--- src/rtl/deser8.sv ---
// Serial-in/parallel-out receiver: assembles 8-bit words from a 1-bit stream,
// MSB- or LSB-first per frame, with a valid/ack handshake and sticky overrun.
module deser8 (
  input  logic       clk,
  input  logic       reset_n,
  input  logic       start,
  input  logic       s_in,
  input  logic       msb_first,
  input  logic       ack,
  output logic [7:0] d_out,
  output logic       valid,
  output logic       busy,
  output logic [2:0] cnt,
  output logic       overrun
);

  typedef enum logic [1:0] {
    IDLE  = 2'd0,
    SHIFT = 2'd1,
    DONE  = 2'd2
  } state_t;

  state_t     state, state_next;
  logic [7:0] sr, sr_next;
  logic       order, order_next;
  logic [7:0] d_out_next;
  logic       valid_next, busy_next, overrun_next;
  logic [2:0] cnt_next;
  logic [7:0] start_word, shift_word;

  always_ff @(posedge clk or negedge reset_n) begin
    if (!reset_n) begin
      state   <= IDLE;
      sr      <= 8'h00;
      order   <= 1'b1;
      d_out   <= 8'h00;
      valid   <= 1'b0;
      busy    <= 1'b0;
      cnt     <= 3'd0;
      overrun <= 1'b0;
    end else begin
      state   <= state_next;
      sr      <= sr_next;
      order   <= order_next;
      d_out   <= d_out_next;
      valid   <= valid_next;
      busy    <= busy_next;
      cnt     <= cnt_next;
      overrun <= overrun_next;
    end
  end

  // The first bit of a new frame uses the incoming order; later bits use the latched one.
  assign start_word = msb_first ? {sr[6:0], s_in} : {s_in, sr[7:1]};
  assign shift_word = order     ? {sr[6:0], s_in} : {s_in, sr[7:1]};

  always_comb begin
    state_next   = state;
    sr_next      = sr;
    order_next   = order;
    d_out_next   = d_out;
    valid_next   = valid;
    busy_next    = busy;
    cnt_next     = cnt;
    overrun_next = overrun;

    case (state)
      IDLE: begin
        if (start) begin
          order_next = msb_first;
          sr_next    = start_word;
          cnt_next   = 3'd1;
          busy_next  = 1'b1;
          state_next = SHIFT;
        end
      end

      SHIFT: begin
        sr_next = shift_word;
        if (cnt == 3'd7) begin
          d_out_next = shift_word;
          valid_next = 1'b1;
          busy_next  = 1'b0;
          cnt_next   = 3'd0;
          state_next = DONE;
        end else begin
          cnt_next = cnt + 3'd1;
        end
      end

      DONE: begin
        if (ack) begin
          valid_next = 1'b0;
          if (start) begin
            order_next = msb_first;
            sr_next    = start_word;
            cnt_next   = 3'd1;
            busy_next  = 1'b1;
            state_next = SHIFT;
          end else begin
            state_next = IDLE;
          end
        end else if (start) begin
          overrun_next = 1'b1;
        end
      end

      default: begin
        state_next = IDLE;
      end
    endcase
  end

endmodule
--- config.mk ---
export PLATFORM = sky130hd
export DESIGN_NAME = deser8
export DESIGN_NICKNAME = d
export VERILOG_FILES = /design/src/rtl/deser8.sv
export SDC_FILE = /design/constraint.sdc
export NUM_CORES = 1
export LEC_CHECK = 0
export CAP_MARGIN = 20
export CORE_MARGIN = 8
export CORE_UTILIZATION = 51
export CTS_CLUSTER_DIAMETER = 150
export CTS_CLUSTER_SIZE = 25
export DETAILED_ROUTE_END_ITERATION = 10
export PLACE_DENSITY = 0.81
export SLEW_MARGIN = 0
export SYNTH_ARGS = -nofsm -noshare
export SYNTH_HDL_FRONTEND = slang
export SYNTH_SLANG_ARGS = --single-unit
--- constraint.sdc ---
create_clock -name clk -period 2.2 [get_ports clk]
set_input_delay 0.33 -clock clk [delete_from_list [all_inputs] [get_ports clk]]
set_output_delay 0.33 -clock clk [all_outputs]
set_load 0.01 [all_outputs]
Yosys cells after proc, flatten, opt, wreduce, memory -nomap -nowiden

Index checks and enable logic that the tools add are counted.

Register bits: 25
Output and inout port bits: 14
Logic and storage cells: 51

Add/subtract/negate cells: 1
Eq/ne operators: 6
Muxes and demuxes: 24
Bitwise operators: 1
Reduce and logical (&&, ||, !) cells: 11

Operators by type and width:

| operator                                             | number |
|---|---|
| 2-to-1 mux 8 bit                                     | 4 |
| one-hot mux 8 bit (3 select lines)                   | 1 |
| AND reduction 3 bit                                  | 4 |
| 2-to-1 mux 3 bit                                     | 3 |
| one-hot mux 3 bit (3 select lines)                   | 1 |
| 2-to-1 mux 1 bit                                     | 8 |
| 2-to-1 mux 2 bit                                     | 3 |
| != test 2 bit (second input constant)                | 3 |
| one-hot mux 2 bit (3 select lines)                   | 1 |
| AND reduction 2 bit                                  | 3 |
| one-hot mux 1 bit (2 select lines)                   | 2 |
| nonzero test 2 bit                                   | 2 |
| adder 3 x 1 -> 3 bit (second input constant)         | 1 |
| equality test 3 bit (second input constant)          | 1 |
| one-hot mux 1 bit (3 select lines)                   | 1 |
| nonzero test 3 bit                                   | 1 |
| equality test 2 x 1 -> 1 bit (second input constant) | 1 |
| equality test 2 bit (second input constant)          | 1 |
| logical NOT 2 bit                                    | 1 |
| NOT 1 bit                                            | 1 |

Logic depth before layout (Yosys ltp)

Gate-level depths: netlist (run 1).

Word-level depth: 4
Gate-level depth with buffers: 6

Worst setup path before layout (run 1)

OpenSTA, ideal clock, no wires.

Path type: register -> register
Start point: reg order
End point: reg sr[0]
Setup time: 0.137 ns
Data arrival time: 1.432 ns
Slack: 0.631 ns
Cell stages (with the launch flop): 5
Cells stage by stage: dfstp_2 > clkbuf_1 > mux2i_4 > mux2i_1 > a21oi_1

Word-level cells in the longest chain between the ends: 2

RTL lines:

| element                            | line | text |
|---|---|---|
| from (decl)                        | 25   | `logic order, order_next;` |
| from (signal assigned)             | 44   | `order <= order_next;` |
| 2-to-1 mux 8 bit                   | 55   | `assign shift_word = order ? {sr[6:0], s_in} : {s_in, sr[7:1]};` |
| one-hot mux 8 bit (3 select lines) | 67   | `case (state)` |
| to (signal assigned)               | 43   | `sr <= sr_next;` |
| to (decl)                          | 24   | `logic [7:0] sr, sr_next;` |

Every way passes these cells.
A chain may end at the register's enable or synchronous reset.

Final worst setup path (run 1)

Start point: reg state[0]
End point: reg sr[0]

Word-level cells in the longest chain between the ends: 3
Elaborated cells between the ends (all ways): 7

RTL lines:

| element                                                       | line | text |
|---|---|---|
| from (decl)                                                   | 23   | `state_t state, state_next;` |
| from (signal assigned)                                        | 42   | `state <= state_next;` |
| equality test 2 bit (tied with other cells)                   | 67   |  |
| != test 2 bit (no line) or nonzero test 3 bit (tied branches) | -    |  |
| AND reduction 2 bit (no line)                                 | -    |  |

Parallel ways exist; a longest one is shown, timed or not.

==> results.md, run 1 <==
- Outcome: finished, final reports clean
- Global-route total usage across every layer: about 11%
- Floorplan Core Area: around 2200 µm²
- Die width: approximately 64 µm
- Max-cap violations: 0
- Hold crit path type: in2async
- Post-synth top area cell: sky130_fd_sc_hd__dfrtp_1
- Nets in the synthesized netlist: 120
- Fraction of final layout cells sized beyond drive strength 1: approximately 8.3%
- IO Port Bufs: 19
- Power Internal: between 1000 and 1500 µW
- Net count, final: ~140
- Pin count of the biggest net entering global routing: 26
- Vertical extent of the die: 63.9 µm
- Hold violation count in the final report: 0
- Total of warnings raised by yosys: 0
- Max-slew violations: 0
- Transition time at the pin with the least slew margin: ~400 ps
- Biggest cell delay along the critical path: a little under 500 ps
- Effective utilization at floorplan: a little over half
- Sw Ratio: approximately two fifths
- Number of core rows: 17
- Clock Skew: about 1.5 ps
- Clock period minus final worst setup slack: 1690 ps
- Number of nets with antenna violations after detailed routing: 0
- Setup repair after global routing missed its margin: no
- Final setup TNS: 0 ps
- Routed length per placed instance: between 10 and 15 µm
- First-iteration detailed-routing DRC count: 42
- Sequential group share of total power: 43.0%
- Vias: about 850
- Logic depth of the worst register-to-register path: 5
- CP delay by family, top: multiplexers
- Max Buffers Root-to-Sink: 2
- Number of antenna violations at the first check in global routing: 0
- HPWL Detailed: 1.65 mm
- DP Cell Count: approximately 160
- Postcts setup bufs: 0
- Wire length of the first global-routing pass: ~3.8 mm
- Setup slack, reg-to-reg: roughly 510 ps
- Fmax: just under 600 MHz
- Clock tree from TritonCTS: done
- Final estimated routing congestion in global placement: about 0.85
- Beginning of the worst register-to-register path: state[0]
- Share of synthesized flip-flops with an asynchronous set or reset: 100%
- Crit Path Category: reg2reg
- Period utilization: between 70% and 80%
- Non-filler instance count after layout: 161
- Root buf cell: sky130_fd_sc_hd__clkbuf_4
- First-pass detailed-route iteration total: 4
- Number of buffers and inverters on the critical path: 1
- Cell area after synthesis: ~1200 µm²
- PD cells: around 1500 nW/µm²
- Dominant cell by count in the synthesized netlist: sky130_fd_sc_hd__dfrtp_1
- Count of mapped cells out of synthesis: ~110
- Category of the worst setup path launch point: register
- Remaining global-route overflow: 0
- Clock input transition at the sequential cells of the worst setup and hold paths: roughly 140 ps
- Filler Cell Count: 172
- Mean Syn Cell Area: roughly 11 µm²
- Leakage power: ~0.00064 µW
- Signal arrival time at the worst endpoint: approximately 1900 ps
- Netlist cell types: 21
- Proportion of synthesized chip area in sequential cells: between 50% and 60%
- Flip-flop cell with the highest count after synthesis: sky130_fd_sc_hd__dfrtp_1
- DIE AREA: just over 4000 µm²
- Required time of the critical path: 2420 ps
- Post-detailed-route via-to-cell ratio: about 5.3
- Relative contribution of combinational cells to total power: roughly 47%
- Cts hold-fix bufs: 0
- Cell-by-cell listing of the critical path: nor2b_1 > buf_4 > mux2i_4 > mux2i_1 > a21oi_1
- Total number of H-tree levels: 1
- I/O pin total: 20
- Biggest area contributors in the synthesized netlist: sky130_fd_sc_hd__dfrtp_1, sky130_fd_sc_hd__mux2i_1, sky130_fd_sc_hd__a21oi_1
- Total of flip-flops plus latches after synthesis: 25
- Finish-stage setup viols: 0
- Number of global-route vias before repair: ~840
- Number of diodes: 0
- Clock network fraction of design power: about a tenth
- Top fanout value on the critical path: 8
- Library cell contributing the largest single delay on the critical path: sky130_fd_sc_hd__dfrtp_1
- Sw Pwr: 803 µW
- Number of enable-type register cells in the synthesized netlist: 0
- Residual DRC: 0
- Timing startpoint of the critical path: state[0]
- Post-CTS resize count: 0
- VDD IR max: about 850 µV
- Crit path capture type: register
- Final WL: about 2.2 mm
- Most common library cells after synthesis: sky130_fd_sc_hd__dfrtp_1, sky130_fd_sc_hd__mux2i_1, sky130_fd_sc_hd__a21oi_1
- Clk_lat worst skew: 310 ps
- Worst slew slack as a fraction of its limit: between 70% and 80%
- Clock buffers created by TritonCTS: 3
- CTS Sinks: 25
- Capturing point of the worst reg2reg path: sr[0]
- Synth top area share: around half
- Area added between synthesis and finish: 21.8%
## power by group through the flow
stage / Combinational [µW] / Sequential, µW / Clock [µW]
3_5_place_dp: 1010 / 917 / 0
5_1_grt: 1100 / 940 / 228
4_1_cts: 1010 / 906 / 214
3_3_place_gp: 974 / 901 / 0
6_report: 995 / 907 / 207
2_1_floorplan: 625 / 891 / 0
## metrics by stage
stage | setup WS [ps] | hold WS, ps | utilization [%] | instance area, µm² | power (µW)
2_1_floorplan | 631 | 34.4 | - | 1170 | 1520
3_3_place_gp | 584 | 461 | 63.8 | 1400 | 1870
3_5_place_dp | 541 | 466 | 63.8 | 1400 | 1920
4_1_cts | 491 | 351 | 65.2 | 1430 | 2130
5_1_grt | 349 | 366 | 65.2 | 1430 | 2270
6_report | 509 | 351 | 65.2 | 1430 | 2110
## worst reg2reg max path: stages (launching register included)
cell and delay [ps]:
sky130_fd_sc_hd__dfrtp_1 490, sky130_fd_sc_hd__nor2b_1 160, sky130_fd_sc_hd__buf_4 160, sky130_fd_sc_hd__mux2i_4 420, sky130_fd_sc_hd__mux2i_1 260, sky130_fd_sc_hd__a21oi_1 80
## area by class of cell
| cell class | instances | area (µm²) | share of cell area (%) |
|---|---|---|---|
| sequential | 25 | 627 | 43.9 |
| timing repair buffer | 22 | 213 | 14.9 |
| clock buffer | 3 | 22.5 | 1.58 |
| multi-input combinational | 78 | 508 | 35.6 |
| inverter | 4 | 15.0 | 1.05 |
| clock inverter | 1 | 7.51 | 0.526 |
| tap | 28 | 35.0 | 2.45 |
## sequential cells by signal, indices dropped and copies added (netlist names)
register	flops
busy	1
d_out	8
valid	1
order	1
state	2
overrun	1
cnt	3
sr	8
## worst max-delay path by stage
| stage | endpoint | cells past startpoint |
|---|---|---|
| 2_1_floorplan | sr[0] | 4 |
| 3_3_place_gp | sr[0] | 5 |
| 3_5_place_dp | order | 4 |
| 4_1_cts | sr[0] | 5 |
| 5_1_grt | sr[0] | 5 |
| 6_report | sr[0] | 5 |
## logic make-up (layout without fill, tap and decap cells)
| family | after synthesis | in the layout | synth area share (%) |
|---|---|---|---|
| compound gates | 29 | 29 | 13.3 |
| simple gates | 28 | 28 | 10.2 |
| flops | 25 | 25 | 53.5 |
| mux | 18 | 18 | 16.5 |
| buf+inv | 8 | 30 | 3.20 |
| fa+ha+maj | 3 | 3 | 3.20 |
## per-layer routing
metal | share of wire, % | global-route usage, % | vias to the layer above | routed length, µm
li1 | - | - | 428 | -
met2 | 49 | 17.8 | 11 | 1090
met5 | 0 | 0 | - | 0
met1 | 45 | 13.8 | 406 | 995
met3 | 5.2 | 3.48 | 4 | 115
met4 | 0.86 | 3.34 | 0 | 19
## cells in the final DEF (no fill, tap or decap), types with 2 or more instances in the layout
cell,n
sky130_fd_sc_hd__dfrtp_1,24
sky130_fd_sc_hd__nand2b_1,3
sky130_fd_sc_hd__inv_1,4
sky130_fd_sc_hd__clkdlybuf4s50_1,19
sky130_fd_sc_hd__nand2_1,11
sky130_fd_sc_hd__clkbuf_4,3
sky130_fd_sc_hd__o21ai_1,3
sky130_fd_sc_hd__buf_4,3
sky130_fd_sc_hd__a21oi_1,12
sky130_fd_sc_hd__nand3_1,2
sky130_fd_sc_hd__nor2_1,10
sky130_fd_sc_hd__o21ai_0,10
sky130_fd_sc_hd__nor2b_1,2
sky130_fd_sc_hd__ha_1,3
sky130_fd_sc_hd__mux2i_1,16
(Power assumes the default switching activity.)
==> run 2: changes to the inputs <==
- CORE_UTILIZATION: 51 -> 46
- PLACE_DENSITY: 0.81 -> 0.78
- clock period: 2.2 -> 1.5 ns (I/O delays scaled with it)
==> run 2 against run 1 <==
- utilization decreased by 2.0 points
- register-to-register slack got worse by 420 ps
- die area increased by 8.1%
- design area increased by 8.7%
- worst setup slack got worse by 460 ps
==> results.md, run 2 (synthesis results as in run 1) <==
- Outcome: finished, final reports clean (unchanged)
- First-iteration detailed-routing DRC count: 26 (was 42)
- Place WS: -30.7 ps (was 541 ps)
- Non-filler instance count after layout: 171 (was 161)
- Clock period minus final worst setup slack: between 1000 and 1500 ps
- VDD IR max: 1090 µV (was 854 µV)
- Most common library cell in the layout ignoring fill and taps: sky130_fd_sc_hd__dfrtp_1 (unchanged)
- CP delay by family, top: buffers and inverters (was multiplexers)
- Clock network fraction of design power: 9.3% (was 9.8%)
- Fraction of final layout cells sized beyond drive strength 1: 14.9% (was 8.27%)
- Area added between synthesis and finish: 32.3% (was 21.8%)
- IO Port Bufs: 19 (unchanged)
- Worst slew slack as a fraction of its limit: 79.1% (was 72.6%)
- Pin count of the biggest net entering global routing: 26 (unchanged)
- Wire length of the first global-routing pass: 4.00 mm (was 3.77 mm)
- Hold violation count in the final report: 0 (unchanged)
- Root buf cell: sky130_fd_sc_hd__clkbuf_4 (unchanged)
- Top fanout value on the critical path: 2 (was 8)
- DIE AREA: 4420 µm² (was 4090 µm²)
- Net count, final: 151 (was 143)
- Registers with the highest flip-flop counts: d_out (8), sr (8), cnt (3) (unchanged)
- Routed metal-1 wirelength: 1.07 mm (was 995 µm)
- Fmax: 687 MHz
- Final WL: 2.29 mm (was 2.22 mm)
- Vias: 876 (was 849)
- HPWL Detailed: 1.69 mm (was 1.65 mm)
- Cell-by-cell listing of the critical path: clkdlybuf4s50_1 (was nor2b_1 > buf_4 > mux2i_4 > mux2i_1 > a21oi_1)
- Clock Skew: 10.4 ps (was 1.53 ps)
- Clock tree from TritonCTS: done (unchanged)
- Die width: 66.5 µm (was 63.9 µm)
- I/O pin total: 20 (unchanged)
- Worst setup slack after layout: 44.3 ps (was 509 ps)
- Number of nets with antenna violations after detailed routing: 0 (unchanged)
- Placed cell areas: 1480 µm² (was 1400 µm²)
- Sw Ratio: 36.8% (was 38.1%)
- Biggest cell delay along the critical path: 540 ps (was 490 ps)
- Residual DRC: 0 (unchanged)
- Relative contribution of combinational cells to total power: 53.0% (was 47.2%)
- Leakage power: 0.000788 µW (was 0.000638 µW)
- Remaining global-route overflow: 0 (unchanged)
- Top metal layer carrying routed signals: met4 (unchanged)
- Floorplan Core Area: 2450 µm² (was 2190 µm²)
- Effective utilization at floorplan: 47.8% (was 53.5%)
- Utilization after layout: 63.2% (was 65.2%)
- PD cells: 2120 nW/µm² (was 1480 nW/µm²)
- Number of core rows: 18 (was 17)
- Sequential group share of total power: 37.7% (was 43.0%)
- Hold crit path type: in2async (unchanged)
- Signal arrival time at the worst endpoint: 1230 ps (was 1910 ps)
- CTS Sinks: 25 (unchanged)
- Power Internal: 2070 µW (was 1310 µW)
- Max-slew violations: 0 (unchanged)
- Library cell contributing the largest single delay on the critical path: sky130_fd_sc_hd__clkdlybuf4s50_1 (was sky130_fd_sc_hd__dfrtp_1)
- Category of the worst setup path launch point: register (unchanged)
- Final estimated routing congestion in global placement: 0.820 (was 0.850)
- Number of antenna violations at the first check in global routing: 0 (unchanged)
- Max-cap violations: 0 (unchanged)
- Sw Pwr: 1210 µW (was 803 µW)
- Total number of H-tree levels: 1 (unchanged)
- Crit path capture type: output pin (was register)
- Post-detailed-route via-to-cell ratio: 5.12 (was 5.27)
- Global-route total usage across every layer: 11.5% (was 11.1%)
- Clock buffers created by TritonCTS: 3 (unchanged)
- Leading cell types in the layout, fill and taps excluded: sky130_fd_sc_hd__dfrtp_1, sky130_fd_sc_hd__mux2i_1, sky130_fd_sc_hd__a21oi_1 (was sky130_fd_sc_hd__dfrtp_1, sky130_fd_sc_hd__clkdlybuf4s50_1, sky130_fd_sc_hd__mux2i_1, sky130_fd_sc_hd__a21oi_1, sky130_fd_sc_hd__nand2_1)
- Cell area after layout: 1550 µm² (was 1430 µm²)
- Period utilization: ~97%
- Vertical extent of the die: 66.5 µm (was 63.9 µm)
- First-pass detailed-route iteration total: 4 (unchanged)
- Routed wl met2: 1.13 mm (was 1.09 mm)
- Finish-stage setup viols: 0 (unchanged)
- Number of global-route vias before repair: 926 (was 838)
- Crit Path Category: reg2out (was reg2reg)
- Setup slack, reg-to-reg: 90 ps (was 510 ps)
- Filler Cell Count: 214 (was 172)
- DP Cell Count: 165 (was 157)
- Number of diodes: 0 (unchanged)
- Clock input transition at the sequential cells of the worst setup and hold paths: 140 ps (about the same)
- Number of buffers and inverters on the critical path: 1 (unchanged)
- Required time of the critical path: 1270 ps (was 2420 ps)
- Clk_lat worst skew: 320 ps (was 310 ps)
- Transition time at the pin with the least slew margin: 314 ps (was 403 ps)
- Max Buffers Root-to-Sink: 2 (unchanged)
- Met3 Routed Length: 54 µm (was 115 µm)
- Routed length per placed instance: 13.4 µm (was 13.8 µm)
==> run 2: per-layer routing <==
layer  track usage (%)  vias up
met5                 0        -
li1                  -      440
met2              20.0       15
met4              4.80        0
met3              2.52        3
met1              13.4      418
==> run 2: final cells by class <==
type	count	area, µm²	area share (%)
clock buffer	4	26.3	1.69
tap	30	37.5	2.42
multi-input combinational	78	520	33.5
sequential	25	627	40.4
timing repair buffer	30	325	21.0
inverter	4	15.0	0.968
==> run 2: final timing paths <==
kind / start / to / cells past startpoint
worst min register to register: d_out[4] / d_out[4] / 2
worst max register to register: state[1] / sr[6] / 5
worst min-delay path: reset_n / cnt[0] / 2
worst max-delay path: cnt[2] / cnt[2] / 1
min in group clk: d_out[4] / d_out[4] / 2
max in group asynchronous: reset_n / order / 2
==> run 2: timing repair <==
item | in CTS | in global routing
cloned | 0 | 0
setup endpoints to repair | 12 | 13
gates resized for setup | 3 | 10
hold buffers | 0 | 0
buffers inserted | 2 | 0
==> run 2: power by group through the flow <==
stage	Sequential [µW]	Combinational (µW)	Clock (µW)
6_report	1240	1740	306
5_1_grt	1280	1940	340
4_1_cts	1240	1770	317
3_5_place_dp	1270	1730	0
3_3_place_gp	1250	1680	0
2_1_floorplan	1310	919	0
==> run 2: stage by stage <==
stage / hold WS, ps / TNS, ps / total power (µW)
3_3_place_gp: 462 / 0 / 2930
2_1_floorplan: -70.6 / 0 / 2230
4_1_cts: 245 / 0 / 3330
3_5_place_dp: 468 / -85.5 / 3000
5_1_grt: 268 / -7.19 / 3570
6_report: 236 / 0 / 3280
==> RTL edit 1 (flow settings as in run 2) <==
Make the reset (`reset_n`) synchronous in one clocked block.
--- a/src/rtl/deser8.sv
+++ b/src/rtl/deser8.sv
@@ -28,7 +28,7 @@
   logic [2:0] cnt_next;
   logic [7:0] start_word, shift_word;
 
-  always_ff @(posedge clk or negedge reset_n) begin
+  always_ff @(posedge clk) begin
     if (!reset_n) begin
       state   <= IDLE;
       sr      <= 8'h00;
Check against the original RTL: differs if reset_n is asserted again (counterexample within 4 cycles, from zero or initial values and one cycle with reset_n low); with reset_n held inactive, the same outputs for 10 cycles.
==> RTL edit 1 against run 2 <==
- via count rose by 7.9%
- area after synthesis fell by 3.4%
- worst setup slack got worse by 0.00065 ns
- design area fell by 3.8%
- worst hold slack improved by 0.25 ns
- sequential cell count did not move
- routed wire length rose by 9.0%
- global-route usage rose by 0.75 points
Power is not compared: it rests on default switching activity, and its combinational part moved more than twofold at a synthesized area within 25%.
==> RTL edit 1: results (changes against run 2) <==
metric;value;unit;change
synthesis.nets;132;;+10%
wl;2.498;mm;+9.0%
seq_area_frac_synth;44.20;%;-9.3 points
wl_met1;1.100;mm;+2.4%
drive_gt1_share;18.12;%;+3.2 points
preCtsSetupSlack;0.01873;ns;+0.04938 ns
ys_async_sr_fraction;0;%;-100 points
h-tree-depth;1;;unchanged
route.met2.wl;1.242;mm;+10%
seq_area;508.0;µm²;-19%
grt_pass1_vias;963;;+4.0%
layout.nonclk_buf_share;19.95;%;-1.0 points
multi_input_area;596.8;µm²;+15%
cts_resized;4;;+1
grt_pass1_wl;4.181;mm;+4.7%
final_util;61.94;%;-1.3 points
wl_met3;102;µm;+89%
avgSynthCellArea;9.206;µm²;-13%
nFlopsAndLatches;25;;unchanged
clock_skew;0.008617;ns;-0.001739 ns
cts_root_buf;clkbuf_4;;
use_met1;13.11;%;-0.27 points
n_all_buffers;28;;-6.7%
yosys.cell_types.count;22;;+4.8%
gr-usage-met2;21.65;%;+1.6 points
crit_fanout;2;;unchanged
rows;18;;unchanged
vias;945;;+7.9%
dpl-instance-area;1425;µm²;-3.9%
status;finished clean;;
synthTopCellsByCount;dfxtp_1 (25), nor2_1 (19), mux2i_1 (17), a21oi_1 (11), o21ai_0 (10);;
drtIter0Drc;27;;+3.8%
n_fill_cell;207;;-3.3%
tightest_slew;0.4915;ns;+0.1773 ns
clockBufferDepth;2;;unchanged
place_congestion;0.8337;;+1.7%
synth_area_leaders;dfxtp_1 (44%), mux2i_1 (15%), nor2_1 (6.3%), a211oi_1 (6.0%), a21oi_1 (4.9%);;
fin_nets;159;;+5.3%
grt_util_all_layers;12.29;%;+0.75 points
dr.pass1.iters;4;;unchanged
hpwl;1.846;mm;+8.9%
num-clock-buffers;3;;-1
multi_input_cells;86;;+10%
cts_setup_buffers;0;;-2
yosys_warnings;0;;unchanged
hp-class;reg -> reg;;
fin_cells;179;;+4.7%
grt_max_degree;17;;-35%
clk_share;2.012;%;+0.32 points
inverters_excl_clock;6;;+2
grt_use_met3;2.721;%;+0.20 points
RTL edit 1: where the power goes:
part	internal (µW)	switching, µW	total (µW)	leakage (µW)
clock	102	207	309	0.0000139
combinational	103	94.1	197	0.000500
sequential	696	36.0	732	0.000206
RTL edit 1: cell families after synthesis:
| group | share of synthesized area [%] |
|---|---|
| AO/OA/AOI/OAI | 18.12 |
| AND/OR/NAND/NOR | 12.93 |
| flip-flops | 44.20 |
| multiplexers | 17.02 |
| buffers and inverters | 4.420 |
| adder cells (fa/ha/maj) | 3.315 |
RTL edit 1: worst paths after layout:
check,from,end,slack [ns],depth (start not counted)
worst min-delay path,cnt[1]$_SDFFE_PN0P_,cnt[1]$_SDFFE_PN0P_,0.49,2
worst min register to register,cnt[1]$_SDFFE_PN0P_,cnt[1]$_SDFFE_PN0P_,0.49,2
worst max register to register,cnt[1]$_SDFFE_PN0P_,d_out[1]$_SDFFE_PN0P_,0.08,7
worst max-delay path,d_out[7]$_SDFFE_PN0P_,d_out[7],0.04,1
==> RTL edit 2 (settings of run 2) <==
Without the edit above. Encoding of `state_t`: now one-hot (3 bits for 3 states).
--- a/src/rtl/deser8.sv
+++ b/src/rtl/deser8.sv
@@ -14,10 +14,10 @@
   output logic       overrun
 );
 
-  typedef enum logic [1:0] {
-    IDLE  = 2'd0,
-    SHIFT = 2'd1,
-    DONE  = 2'd2
+  typedef enum logic [2:0] {
+    IDLE  = 3'b001,
+    SHIFT = 3'b010,
+    DONE  = 3'b100
   } state_t;
 
   state_t     state, state_next;
Check against the original RTL: no difference found for any inputs over 10 cycles, from zero or initial values and one cycle with reset_n low; not proved beyond that.
==> RTL edit 2 against run 2 <==
- highest routed layer unchanged
- the flow now finishes with violations (negative setup slack)
- area after synthesis up 18%
- largest power group unchanged
- routed wire length up 43%
- clock skew down 0.00087 ns
- design area is 24% higher
- worst hold slack improved by 0.028 ns
- count of clock-buffer cells in the layout stayed put
- worst setup slack worse by 0.074 ns
- sequential cell count is 1 higher
- synthesized cell count is 7.2% higher
- total power is 3.6% higher
==> RTL edit 2: results (changes against run 2) <==
metric;value;unit;change
status;complete, but fails checks;;
violations;negative setup slack;;
grt_util_all_layers;13.48;%;+1.9 points
grt_max_degree;27;;+3.8%
cpMaxStageDelayCell;dfstp_2;;
hpwl;2.173;mm;+28%
crit_start;state[0]$_DFFE_PN1P_;;
seq_area_frac_synth;47.11;%;-6.4 points
yosys.cell_types.count;32;;+52%
routed_via_density;5.453;;+6.4%
grt_pass1_wl;5.499;mm;+38%
drive_gt1_share;35.22;%;+20 points
vdd_drop_max;1.072;mV;-1.8%
synth_compound_area_share;9.116;%;-4.2 points
cp.arrival;1.74;ns;+0.51 ns
reg2reg_depth;3;;-2
critPathCapture;sr[4]$_DFFE_PN0P_;;
finalWorstSetupSlack;-0.02964;ns;-0.07394 ns
clock_skew;0.009482;ns;-0.0008736 ns
drtIter0Drc;28;;+7.7%
synthTopCellsByCount;dfrtp_1 (24), mux2i_1 (24), a21oi_1 (10), nor2_1 (10), mux2_4 (7);;
crit_fanout;6;;+4
preCtsSetupSlack;-0.3752;ns;-0.3446 ns
synth_area_leaders;dfrtp_1 (43%), mux2i_1 (17%), mux2_4 (7.6%), dfstp_2 (3.8%), a21oi_1 (3.6%);;
cp_top_family;flip-flops;;
setup_viol;8;;+8
tightest_slew;0.3343;ns;+0.02016 ns
whs;0.2636;ns;+0.02799 ns
fin_nets;168;;+11%
## RTL edit 2: cell types whose count changed after synthesis, moves of 2 or more
cell / before / now
mux2i_1: 16 / 24
mux2_4: 0 / 7
nand2_1: 11 / 4
o21ai_0: 10 / 4
buf_2: 0 / 3
clkbuf_1: 3 / 0
o21ai_1: 3 / 0
a21oi_1: 12 / 10
and4bb_2: 0 / 2
buf_1: 0 / 2
nand3_1: 2 / 0
## RTL edit 2: through the flow
stage | std cells | setup TNS [ns]
after floorplan | 119 | -0.08275
after CTS | 191 | -0.07411
final | 192 | -0.1275
after global placement | 178 | -3.404
after global routing | 192 | -0.6262
after detailed placement | 178 | -3.906
## RTL edit 2: layer usage
metal,wire (µm),track usage [%],vias to the layer above
met3,177,3.955,4
li1,-,-,502
met4,34,3.002,0
met5,0,0,-
met2,1628,23.69,27
met1,1439,15.66,514
## RTL edit 2: power groups by stage
stage	clock network, µW	registers [µW]	logic, µW
floorplan	0	1230	964
global placement	0	1250	1460
detailed placement	0	1270	1540
CTS	365	1210	1750
global route	396	1280	1960
finish	349	1240	1810
## RTL edit 2: cell type report
class | count | area [µm²]
Multi-Input combinational cell | 83 | 753.2
Fill cell | 239 | 1030
Inverter | 4 | 15.01
Clock buffer | 4 | 36.28
Timing Repair Buffer | 42 | 422.9
Tap cell | 33 | 41.29
Sequential cell | 26 | 654.4
## RTL edit 2: cell families (layout without fill, tap and decap cells)
logic type                 count (synthesis)  after routing
and+or+nand+nor                           26             26
adders and majority gates                  2              2
muxes                                     33             33
DFF                                       26             26
AOI/OAI and AO/OA                         21             22
buffers and inverters                     11             50
## RTL edit 2: what timing repair did
action,4_1_cts,5_1_grt
pin swaps,2,3
gates resized for setup,6,26
cloned,1,0
buffers inserted,8,2
setup endpoints to repair,15,32
